`config.mk`:
```
export PLATFORM = sky130hd
export DESIGN_NAME = uart_tx_arb_flat
export DESIGN_NICKNAME = d
export VERILOG_FILES = /design/src/rtl/uart_tx_arb_if.sv /design/src/rtl/uart_tx_arb.sv /design/src/flat_wrapper.sv
export SDC_FILE = /design/constraint.sdc
export NUM_CORES = 1
export LEC_CHECK = 0
export CAP_MARGIN = 20
export CORE_MARGIN = 4
export CORE_UTILIZATION = 39
export CTS_CLUSTER_DIAMETER = 60
export DETAILED_ROUTE_END_ITERATION = 16
export GPL_ROUTABILITY_DRIVEN = 0
export GPL_TIMING_DRIVEN = 0
export PLACE_DENSITY = 0.88
export SKIP_CTS_REPAIR_TIMING = 1
export SYNTH_ARGS = -nofsm -noshare
export SYNTH_HDL_FRONTEND = slang
export SYNTH_SLANG_ARGS = --single-unit
export TNS_END_PERCENT = 100
```
`constraint.sdc`:
```
create_clock -name i_uart_clk -period 2 [get_ports i_uart_clk]
set_input_delay 0.2 -clock i_uart_clk [delete_from_list [all_inputs] [get_ports i_uart_clk]]
set_output_delay 0.2 -clock i_uart_clk [all_outputs]
set_load 0.02 [all_outputs]
```
`src/rtl/uart_tx_arb_if.sv`:
```
// uart_tx_arb_if: requester, transmitter and status signals of the UART byte arbiter.
// The slave modport is the arbiter's view; the master modport is the surrounding logic.
interface uart_tx_arb_if;
    logic [3:0]  i_req;
    logic [31:0] i_req_byte;
    logic [3:0]  o_grant;
    logic [3:0]  o_done;
    logic        o_busy;
    logic [7:0]  o_byte;
    logic        o_data_valid;
    logic        i_tx_active;
    logic        i_tx_done;
    logic        o_timeout;

    modport slave (
        input  i_req, i_req_byte, i_tx_active, i_tx_done,
        output o_grant, o_done, o_busy, o_byte, o_data_valid, o_timeout
    );

    modport master (
        output i_req, i_req_byte, i_tx_active, i_tx_done,
        input  o_grant, o_done, o_busy, o_byte, o_data_valid, o_timeout
    );
endinterface

```
`src/rtl/uart_tx_arb.sv`:
```
// uart_tx_arb: round-robin arbiter handing one byte at a time from four requesters to a
// single UART transmitter, then waiting for the frame (start, data, stop) to finish.
// Optional transaction watchdog: define UART_TX_ARB_TIMEOUT_EN to enable it.
module uart_tx_arb #(
    parameter int unsigned TIMEOUT_CYCLES = 2047
) (
    input  logic         i_uart_clk,
    input  logic         i_rst_n,
    uart_tx_arb_if.slave bus
);

    if (TIMEOUT_CYCLES < 2 || TIMEOUT_CYCLES > 4095) begin : g_bad_timeout
        $error("TIMEOUT_CYCLES must lie in 2..4095");
    end

    typedef enum logic [1:0] {StIdle, StWaitStart, StWaitDone, StWaitIdle} state_e;

    state_e     state_q, state_d;
    logic [1:0] last_q, last_d;
    logic [1:0] winner_q, winner_d;
    logic [1:0] pick, cand;
    logic [7:0] byte_q, byte_d;
    logic [3:0] grant_q, grant_d;
    logic [3:0] done_q, done_d;
    logic       valid_q, valid_d;
    logic       busy_q, busy_d;
    logic       timeout_q, timeout_d;
    logic       start;
    logic       expire;

    assign start = (state_q == StIdle) && (|bus.i_req);

    // Round-robin pick: scan downward so the lowest offset past last winner is written last.
    always_comb begin
        pick = last_q;
        cand = last_q;
        for (int i = 4; i >= 1; i--) begin
            cand = last_q + 2'(i);
            if (bus.i_req[cand]) pick = cand;
        end
    end

`ifdef UART_TX_ARB_TIMEOUT_EN
    localparam logic [11:0] WdogLast = 12'(TIMEOUT_CYCLES - 2);
    logic [11:0] wdog_q, wdog_d;

    // Watchdog counter: cleared by a grant, counts every cycle of an open transaction.
    always_comb begin
        wdog_d = wdog_q;
        if (start) begin
            wdog_d = '0;
        end else if (state_q != StIdle) begin
            wdog_d = wdog_q + 12'd1;
        end
    end

    // Fire as the count reaches TIMEOUT_CYCLES-1, unless the frame completes on this edge.
    assign expire = (state_q != StIdle) && (wdog_q == WdogLast) &&
                    !((state_q == StWaitIdle) && !bus.i_tx_done);

    // Watchdog counter register.
    always_ff @(posedge i_uart_clk) begin
        if (!i_rst_n) wdog_q <= '0;
        else          wdog_q <= wdog_d;
    end
`else
    assign expire = 1'b0;
`endif

    // State register.
    always_ff @(posedge i_uart_clk) begin
        if (!i_rst_n) state_q <= StIdle;
        else          state_q <= state_d;
    end

    // Next-state logic; a watchdog abort overrides any normal transition.
    always_comb begin
        state_d = state_q;
        unique case (state_q)
            StIdle:      if (|bus.i_req)      state_d = StWaitStart;
            StWaitStart: if (bus.i_tx_active) state_d = StWaitDone;
            StWaitDone:  if (bus.i_tx_done)   state_d = StWaitIdle;
            StWaitIdle:  if (!bus.i_tx_done)  state_d = StIdle;
            default:                          state_d = StIdle;
        endcase
        if (expire) state_d = StIdle;
    end

    // Next values of the registered outputs and arbitration bookkeeping.
    always_comb begin
        grant_d   = '0;
        valid_d   = 1'b0;
        done_d    = '0;
        byte_d    = byte_q;
        winner_d  = winner_q;
        last_d    = last_q;
        timeout_d = expire;
        busy_d    = (state_d != StIdle);
        if (start) begin
            winner_d = pick;
            last_d   = pick;
            byte_d   = bus.i_req_byte[{pick, 3'b000} +: 8];
            grant_d  = 4'b0001 << pick;
            valid_d  = 1'b1;
        end
        if ((state_q == StWaitIdle) && !bus.i_tx_done && !expire) begin
            done_d = 4'b0001 << winner_q;
        end
    end

    // Output and bookkeeping registers; last winner resets to 3 so requester 0 wins first.
    always_ff @(posedge i_uart_clk) begin
        if (!i_rst_n) begin
            grant_q   <= '0;
            valid_q   <= 1'b0;
            done_q    <= '0;
            byte_q    <= '0;
            busy_q    <= 1'b0;
            timeout_q <= 1'b0;
            winner_q  <= 2'd0;
            last_q    <= 2'd3;
        end else begin
            grant_q   <= grant_d;
            valid_q   <= valid_d;
            done_q    <= done_d;
            byte_q    <= byte_d;
            busy_q    <= busy_d;
            timeout_q <= timeout_d;
            winner_q  <= winner_d;
            last_q    <= last_d;
        end
    end

    assign bus.o_grant      = grant_q;
    assign bus.o_data_valid = valid_q;
    assign bus.o_done       = done_q;
    assign bus.o_byte       = byte_q;
    assign bus.o_busy       = busy_q;
    assign bus.o_timeout    = timeout_q;

endmodule

```
`src/flat_wrapper.sv`:
```
// flat-port wrapper written by rule: the top's interface ports become plain ports
module uart_tx_arb_flat 
#(
    parameter int unsigned TIMEOUT_CYCLES = 2047
)
  (i_uart_clk, i_rst_n, bus_i_req, bus_i_req_byte, bus_i_tx_active, bus_i_tx_done, bus_o_grant, bus_o_done, bus_o_busy, bus_o_byte, bus_o_data_valid, bus_o_timeout);
  uart_tx_arb_if bus_i ();
  input  logic i_uart_clk;
  input  logic i_rst_n;
  input wire logic [$bits(bus_i.i_req)-1:0] bus_i_req;
  input wire logic [$bits(bus_i.i_req_byte)-1:0] bus_i_req_byte;
  input wire logic [$bits(bus_i.i_tx_active)-1:0] bus_i_tx_active;
  input wire logic [$bits(bus_i.i_tx_done)-1:0] bus_i_tx_done;
  output wire logic [$bits(bus_i.o_grant)-1:0] bus_o_grant;
  output wire logic [$bits(bus_i.o_done)-1:0] bus_o_done;
  output wire logic [$bits(bus_i.o_busy)-1:0] bus_o_busy;
  output wire logic [$bits(bus_i.o_byte)-1:0] bus_o_byte;
  output wire logic [$bits(bus_i.o_data_valid)-1:0] bus_o_data_valid;
  output wire logic [$bits(bus_i.o_timeout)-1:0] bus_o_timeout;
  assign bus_i.i_req = bus_i_req;
  assign bus_i.i_req_byte = bus_i_req_byte;
  assign bus_i.i_tx_active = bus_i_tx_active;
  assign bus_i.i_tx_done = bus_i_tx_done;
  assign bus_o_grant = bus_i.o_grant;
  assign bus_o_done = bus_i.o_done;
  assign bus_o_busy = bus_i.o_busy;
  assign bus_o_byte = bus_i.o_byte;
  assign bus_o_data_valid = bus_i.o_data_valid;
  assign bus_o_timeout = bus_i.o_timeout;
  uart_tx_arb #(.TIMEOUT_CYCLES(TIMEOUT_CYCLES)) u_core (.i_uart_clk(i_uart_clk), .i_rst_n(i_rst_n), .bus(bus_i));
endmodule
```
==> flow_summary.ini, run 1 <==
[status]
status = finished, final reports clean

[cts]
htree_levels = 1
cts.clk_slew.worst_paths_ns = 0.13
cts_max_path_buffers = 2
clkLatencyLatePin_ns = 0.31
cts_tree = built
cts_root_buf = clkbuf_4
cts.sinks = 24
cts_buffers = 3

[synth]
synth_top_flop_cell = dfxtp_1
yosysWarnings = 0
avgSynthCellArea_um2 = 8.929
syn-instance-count = 132
ys_seq_area_share_pct = 40.76
netlist_area_um2 = 1179
synthDistinctLibCells = 37
ys_ff_latch = 24
async_flop_share_pct = 0
synth_nets = 172
synth_edf_count = 0

[routing]
vias = 1302
first_iter_violations = 52
ant_nets = 0
wl_per_cell_um = 15.71
viasPerCell = 5.686
drt_wl_total_mm = 3.597
drc = 0
dr.pass1.iters = 4

[hold_path]
hold_start = u_core.winner_q[0]
min_to = u_core.bus.o_done[2]
hp-class = flip-flop to flip-flop
min_path_cells = 1

[grt]
gr-usage-all-layers_pct = 17.63
gr-total-overflow = 0
grt_pass1_wl_mm = 5.747
grt_pass1_vias = 1337
antenna_found_initial = 0
grt_max_degree = 15

[critical_path]
max_stage_delay_ns = 0.46
crit_family = buffers and inverters
startpoint_type = input pin
r2r-start = u_core.last_q[0]
critPathSlowestCell = clkdlybuf4s50_1
worstReg2RegEnd = u_core.bus.o_byte[3]
path_buf_inv = 3
path_cells = clkdlybuf4s50_1 -> nor2b_2 -> o21a_1 -> buf_4 -> nor3_2 -> buf_6 -> mux2_4 -> a311o_1
path_max_fanout = 9
critical_path.startpoint = bus_i_req[3]
arrival_ns = 2.13
regToRegSetupSlack_ns = 0.09
required_ns = 2.21
critical_path_class = input pin to flip-flop
setup.worst_path.end_class = flip-flop
rr_worst_depth = 7

[layout]
fin_cells = 229
num-nets-final = 239
area_growth_pct = 59.34
n_fill_cell = 244
layout-drive-gt1-share_pct = 10.61
diodes = 0

[timing]
period_minus_slack_ns = 1.920
setup_viol = 0
maxSlewHeadroom_pct = 55.17
slew_violations = 0
fmax_mhz = 520.7
final.period_utilization_pct = 96.02
finalHoldViolations = 0
worstMarginPinSlew_ns = 0.6711
holdWs_ns = 0.4631
rsz0062_at_grt = no
skew_ns = 0.001663
fin_ws_ns = 0.07962

[floorplan]
ios = 59
num_rows = 19
start_util_pct = 41.66
fp.coreArea_um2 = 2829
die_x_um = 62.98
die_y_um = 62.98
dieArea_um2 = 3966

[run]
max_cap_violations = 0

[placed_design]
hpwl_mm = 2.782
portBuffers = 57
placed_cells_incl_taps = 220
pre_cts_slack_ns = -0.3152

[power]
irDropWorstVdd_v = 0.0004116
powerDensity_nw_per_um2 = 782.1
power_mw = 1.469
p_leak_nw = 0.7428
[worst max path at each step]
| stage | endpoint | slack (ns) | cells past startpoint |
|---|---|---|---|
| after floorplan | u_core.bus.o_byte[3] | 0.16 | 7 |
| after global placement | u_core.bus.o_byte[3] | -0.29 | 8 |
| after detailed placement | u_core.bus.o_byte[3] | -0.32 | 8 |
| after CTS | u_core.bus.o_byte[3] | -0.02 | 8 |
| after global routing | u_core.bus.o_byte[3] | 0.001 | 8 |
| final | u_core.bus.o_byte[3] | 0.08 | 8 |
[state kept, by name, indices dropped and copies added, names as in the netlist]
| name | cells |
|---|---|
| u_core.state_q | 2 |
| u_core.bus.o_data_valid | 1 |
| u_core.bus.o_byte | 8 |
| u_core.last_q | 2 |
| u_core.bus.o_done | 4 |
| u_core.bus.o_busy | 1 |
| u_core.winner_q | 2 |
| u_core.bus.o_grant | 4 |
[routing by layer]
metal	GRT usage, %	up-vias	routed length, µm
met5	0	-	0
met4	5.510	0	40
met3	6.295	8	378
met2	32.94	82	1834
met1	18.02	586	1343
li1	-	626	-
[kinds of logic after synthesis]
kind of cell,share of synthesized area [%]
AO/OA/AOI/OAI,22.29
flip-flops,40.76
multiplexers,7.219
buffers and inverters,5.095
other,0.3182
AND/OR/NAND/NOR,24.31
[area by class of cell]
| class | count | area [µm²] | share of cell area, % |
|---|---|---|---|
| clock inverter | 1 | 30.03 | 1.599 |
| multi-input combinational | 98 | 638.1 | 33.98 |
| inverter | 3 | 11.26 | 0.5996 |
| buffer | 7 | 48.80 | 2.598 |
| tap | 31 | 38.79 | 2.065 |
| timing repair buffer | 62 | 608.1 | 32.38 |
| clock buffer | 3 | 22.52 | 1.199 |
| sequential | 24 | 480.5 | 25.58 |
[through the flow]
step                utilization (%)  area [µm²]   TNS, ns
CTS                           65.06        1841  -0.01821
floorplan                         -        1179         0
global route                  66.39        1878         0
global placement              63.20        1788   -0.7061
detailed placement            63.20        1788    -1.014
finish                        66.39        1878         0
[layout by cell type, fill, tap and decap left out, types with 3 or more instances in the layout]
| master | instances |
|---|---|
| a21o_1 | 7 |
| a21oi_1 | 5 |
| buf_4 | 9 |
| clkbuf_4 | 3 |
| clkdlybuf4s50_1 | 57 |
| dfxtp_1 | 24 |
| inv_1 | 3 |
| mux2i_1 | 7 |
| nand2_1 | 3 |
| nand3_1 | 9 |
| nand4_1 | 9 |
| nor2_1 | 11 |
| nor2b_1 | 3 |
| nor3_1 | 5 |
| o211ai_1 | 7 |
| o31ai_1 | 8 |
[where the power goes]
group	internal, mW	switching (mW)	leakage, nW	total, mW
logic	0.278	0.260	0.517	0.537
clock network	0.202	0.146	0.0279	0.349
registers	0.542	0.0410	0.197	0.583
[Yosys cell counts (all sizes together) (2+ instances only)]
master  instances  area (µm²)
o21bai          2       15.01
o31ai           8       60.06
a21o            7       52.55
inv             3       11.26
nand4           9       56.30
a21oi           5       25.02
nand2           3       11.26
dfxtp          24       480.5
o21ai           3       15.01
buf             6       45.04
o211ai          7       52.55
mux2i           7       70.07
nor2           11       41.29
a211oi          2       15.01
nor2b           5       36.29
nor3            6       35.03
nand3           9       45.04
(Power assumes the default switching activity.)
==> run 2: changes to the inputs <==
- CORE_UTILIZATION: 39 -> 40
- PLACE_DENSITY: 0.88 -> 0.9
- clock period: 2 -> 2.4 ns (I/O delays scaled with it)
==> run 2 against run 1 <==
Against the previous run:
- cell count shrank 2.2%
- first-iteration DRC count shrank 27%
- combinational power shrank 20%
- clock power shrank 14%
- non-clock buffer count shrank 5
- critical path type unchanged
- critical endpoint unchanged
==> flow_summary.ini, run 2 (synthesis results as in run 1) <==
[critical_path]
path_max_fanout = 10
critical_path_class = input pin to flip-flop
max_stage_delay_ns = 0.46
critPathSlowestCell = clkdlybuf4s50_1
arrival_ns = 2.27
required_ns = 2.63
startpoint_type = input pin
path_cells = clkdlybuf4s50_1 -> nor2b_2 -> o21a_1 -> buf_4 -> nor3_2 -> buf_6 -> mux2_4 -> a311o_1
setup.worst_path.end_class = flip-flop

[layout]
fin_area_um2 = 1841
diodes = 0
num-nets-final = 234
layout_commonest_cell = clkdlybuf4s50_1
fin_cells = 224
fin_util_pct = 66.17
area_growth_pct = 56.16
layout-drive-gt1-share_pct = 8.290
largest_reg_flops = 8
final_cell_mix = 57 x clkdlybuf4s50_1, 24 x dfxtp_1, 11 x nor2_1, 9 x nand3_1, 9 x nand4_1

[timing]
fin_ws_ns = 0.3570
slew_violations = 0
skew_ns = 0.004947
rsz0062_at_grt = no
fin_setup_tns_ns = 0
holdWs_ns = 0.4571
worstMarginPinSlew_ns = 0.6631
setup_viol = 0
maxSlewHeadroom_pct = 55.49
finalHoldViolations = 0
period_minus_slack_ns = 2.043
fmax_mhz = 489.5
final.period_utilization_pct = 85.13

[cts]
cts.clk_slew.worst_paths_ns = 0.14
htree_levels = 1
cts_max_path_buffers = 2
cts_root_buf = clkbuf_4
clkLatencyLatePin_ns = 0.32
cts_buffers = 3
cts_tree = built
cts.sinks = 24

[run]
max_cap_violations = 0

[routing]
viasPerCell = 5.763
first_iter_violations = 38
vias = 1291
ant_nets = 0
drt_wl_total_mm = 3.401
wl_per_cell_um = 15.18
dr.pass1.iters = 4
drc = 0

[floorplan]
dieArea_um2 = 3879
num_rows = 19
die_y_um = 62.28
start_util_pct = 42.38
fp.coreArea_um2 = 2781
die_x_um = 62.28
ios = 59

[status]
status = finished, final reports clean

[placed_design]
post_dp_cell_area_um2 = 1788
pre_cts_slack_ns = 0.02365
placed_cells_incl_taps = 220
portBuffers = 57
hpwl_mm = 2.597

[power]
p_leak_nw = 0.7208
powerDensity_nw_per_um2 = 661.4
irDropWorstVdd_v = 0.0004383
power_mw = 1.217

[grt]
grt_pass1_wl_mm = 5.727
grt_max_degree = 15
gr-usage-all-layers_pct = 17.41
grt_pass1_vias = 1358
antenna_found_initial = 0
gr-total-overflow = 0

[hold_path]
hp-class = flip-flop to flip-flop
[run 2: worst max-delay path: cells and delay by family]
family | cells | cell delay [ns]
buffers and inverters | 3 | 0.82
AND/OR/NAND/NOR | 2 | 0.36
multiplexers | 1 | 0.32
AO/OA/AOI/OAI | 2 | 0.52
[run 2: worst paths after layout]
check	endpoint	slack, ns	start	cells past startpoint
worst max register to register	u_core.bus.o_byte[3]	0.39	u_core.last_q[0]	7
worst min-delay path	u_core.bus.o_done[2]	0.46	u_core.winner_q[0]	1
worst min register to register	u_core.bus.o_done[2]	0.46	u_core.winner_q[0]	1
worst max-delay path	u_core.bus.o_byte[3]	0.36	bus_i_req[3]	8
[run 2: cell type report]
class	instances	area, µm²
fillers	220	940.9
clock buffers	3	22.52
well taps	31	38.79
multi-input cells	98	638.1
clock inverters	1	30.03
repair buffers	57	570.5
flip-flops and latches	24	480.5
inverters	3	11.26
plain buffers	7	48.80
[run 2: power breakdown]
| group | total, mW | internal, mW | switching (mW) |
|---|---|---|---|
| Sequential | 0.487 | 0.452 | 0.0354 |
| Clock | 0.299 | 0.169 | 0.130 |
| Combinational | 0.431 | 0.219 | 0.212 |
[run 2: per-layer routing]
metal	up-vias	share of wire [%]	global-route usage [%]
met1	586	40	19.67
li1	616	-	-
met3	10	11	7.027
met4	0	2.3	7.427
met2	79	47	28.76
met5	-	0	0
==> run 3: changes to the inputs <==
- PLACE_DENSITY: 0.9 -> 0.8
- SLEW_MARGIN: default -> 20
==> run 3 against run 2 <==
Against the previous run:
- non-clock buffer count unchanged
- cell area unchanged
- fmax up 0.49%
- critical path type unchanged
==> flow_summary.ini, run 3 (synthesis results as in run 1) <==
[layout]
layout_commonest_cell = clkdlybuf4s50_1
diodes = 0
area_growth_pct = 56.16
largest_reg_flops = 8
num-nets-final = 234
final_cell_mix = 57 x clkdlybuf4s50_1, 24 x dfxtp_1, 11 x nor2_1, 9 x nand3_1, 9 x nand4_1
layout-drive-gt1-share_pct = 8.290

[routing]
viasPerCell = 5.652
wl_per_cell_um = 14.90
first_iter_violations = 60
vias = 1266
drt_wl_total_mm = 3.338
ant_nets = 0
drc = 0
dr.pass1.iters = 4

[hold_path]
min_path_cells = 1
hp-class = flip-flop to flip-flop

[timing]
skew_ns = 0.007793
fmax_mhz = 491.9
period_minus_slack_ns = 2.033
fin_ws_ns = 0.3669
maxSlewHeadroom_pct = 56.56
setup_viol = 0
slew_violations = 0
rsz0062_at_grt = no
finalHoldViolations = 0
fin_setup_tns_ns = 0
final.period_utilization_pct = 84.71
worstMarginPinSlew_ns = 0.6503

[cts]
cts.sinks = 24
cts_buffers = 3
htree_levels = 1
cts.clk_slew.worst_paths_ns = 0.13
clkLatencyLatePin_ns = 0.31
cts_root_buf = clkbuf_4
cts_max_path_buffers = 2
cts_tree = built

[status]
status = finished, final reports clean

[critical_path]
arrival_ns = 2.25
path_max_fanout = 10
critical_path_class = input pin to flip-flop
critPathCapture = u_core.bus.o_byte[3]
r2r-start = u_core.last_q[0]
critical_path.startpoint = bus_i_req[3]
path_cells = clkdlybuf4s50_1 -> nor2b_2 -> o21a_1 -> buf_4 -> nor3_2 -> buf_6 -> mux2_4 -> a311o_1
regToRegSetupSlack_ns = 0.40
startpoint_type = input pin
setup.worst_path.end_class = flip-flop
required_ns = 2.62
rr_worst_depth = 7
critPathSlowestCell = clkdlybuf4s50_1
max_stage_delay_ns = 0.45
worstReg2RegEnd = u_core.bus.o_byte[3]

[power]
irDropWorstVdd_v = 0.0004383
p_sw_share_pct = 29.92
switchingPower_mw = 0.3583
p_leak_nw = 0.7208
pwr-share-comb_pct = 35.6
clkPwrFrac_pct = 23.9
powerDensity_nw_per_um2 = 650.6
p_int_mw = 0.8392
seqPwrFrac_pct = 40.5

[floorplan]
num_rows = 19
fp.coreArea_um2 = 2781
ios = 59
start_util_pct = 42.38
die_y_um = 62.28
dieArea_um2 = 3879
die_x_um = 62.28

[grt]
gr-total-overflow = 0
grt_pass1_wl_mm = 5.471
grt_max_degree = 15
gr-usage-all-layers_pct = 16.75
grt_pass1_vias = 1240
antenna_found_initial = 0

[placed_design]
pre_cts_slack_ns = 0.04106
portBuffers = 57
hpwl_mm = 2.632

[run]
max_cap_violations = 0
-- run 3: cell counts in the layout (fill, tap and decap cells not counted) --
No cell type changed its count.
-- run 3: how the worst min path moves through the flow --
stage                       startpoint              endpoint  slack, ns
floorplan              bus_i_tx_active     u_core.state_q[1]       0.42
global placement    u_core.winner_q[0]  u_core.bus.o_done[2]       0.43
detailed placement  u_core.winner_q[1]  u_core.bus.o_done[0]       0.44
CTS                 u_core.winner_q[1]  u_core.bus.o_done[0]       0.46
global route        u_core.winner_q[0]  u_core.bus.o_done[0]       0.46
finish              u_core.winner_q[0]  u_core.bus.o_done[0]       0.46
-- run 3: cell type report --
class | instances | area (µm²)
clock buffers | 3 | 22.52
repair buffers | 57 | 570.5
multi-input cells | 98 | 638.1
clock inverters | 1 | 30.03
flip-flops and latches | 24 | 480.5
plain buffers | 7 | 48.80
fillers | 223 | 940.9
well taps | 31 | 38.79
inverters | 3 | 11.26
-- run 3: power by group through the flow --
stage	clock, mW	combinational [mW]	sequential [mW]
floorplan	0	0.194	0.536
global placement	0	0.419	0.491
detailed placement	0	0.423	0.494
CTS	0.293	0.426	0.486
global route	0.306	0.462	0.492
finish	0.286	0.426	0.485
-- run 3: stage by stage --
| stage | util (%) | area, µm² | instances | hold WS [ns] | power (mW) |
|---|---|---|---|---|---|
| 3_5_place_dp | 64.28 | 1788 | 220 | 0.4395 | 0.9175 |
| 2_1_floorplan | - | 1179 | 132 | 0.4178 | 0.7297 |
| 3_3_place_gp | 64.28 | 1788 | 220 | 0.4286 | 0.9101 |
| 6_report | 66.17 | 1841 | 224 | 0.4606 | 1.197 |
| 5_1_grt | 66.17 | 1841 | 224 | 0.4650 | 1.260 |
| 4_1_cts | 66.17 | 1841 | 224 | 0.4598 | 1.205 |
-- run 3: worst max-delay path, delay by kind of cell --
kind	cells	cell delay (ns)
AO/OA/AOI/OAI	2	0.53
buffers and inverters	3	0.81
multiplexers	1	0.31
AND/OR/NAND/NOR	2	0.36
-- run 3: layer usage --
metal	share of wire (%)	wire length [µm]	vias up	track usage, %
met5	0	0	-	0
met4	1.6	52	0	5.570
met3	12	407	8	6.126
met2	46	1548	84	28.11
met1	40	1329	559	19.58
li1	-	-	615	-
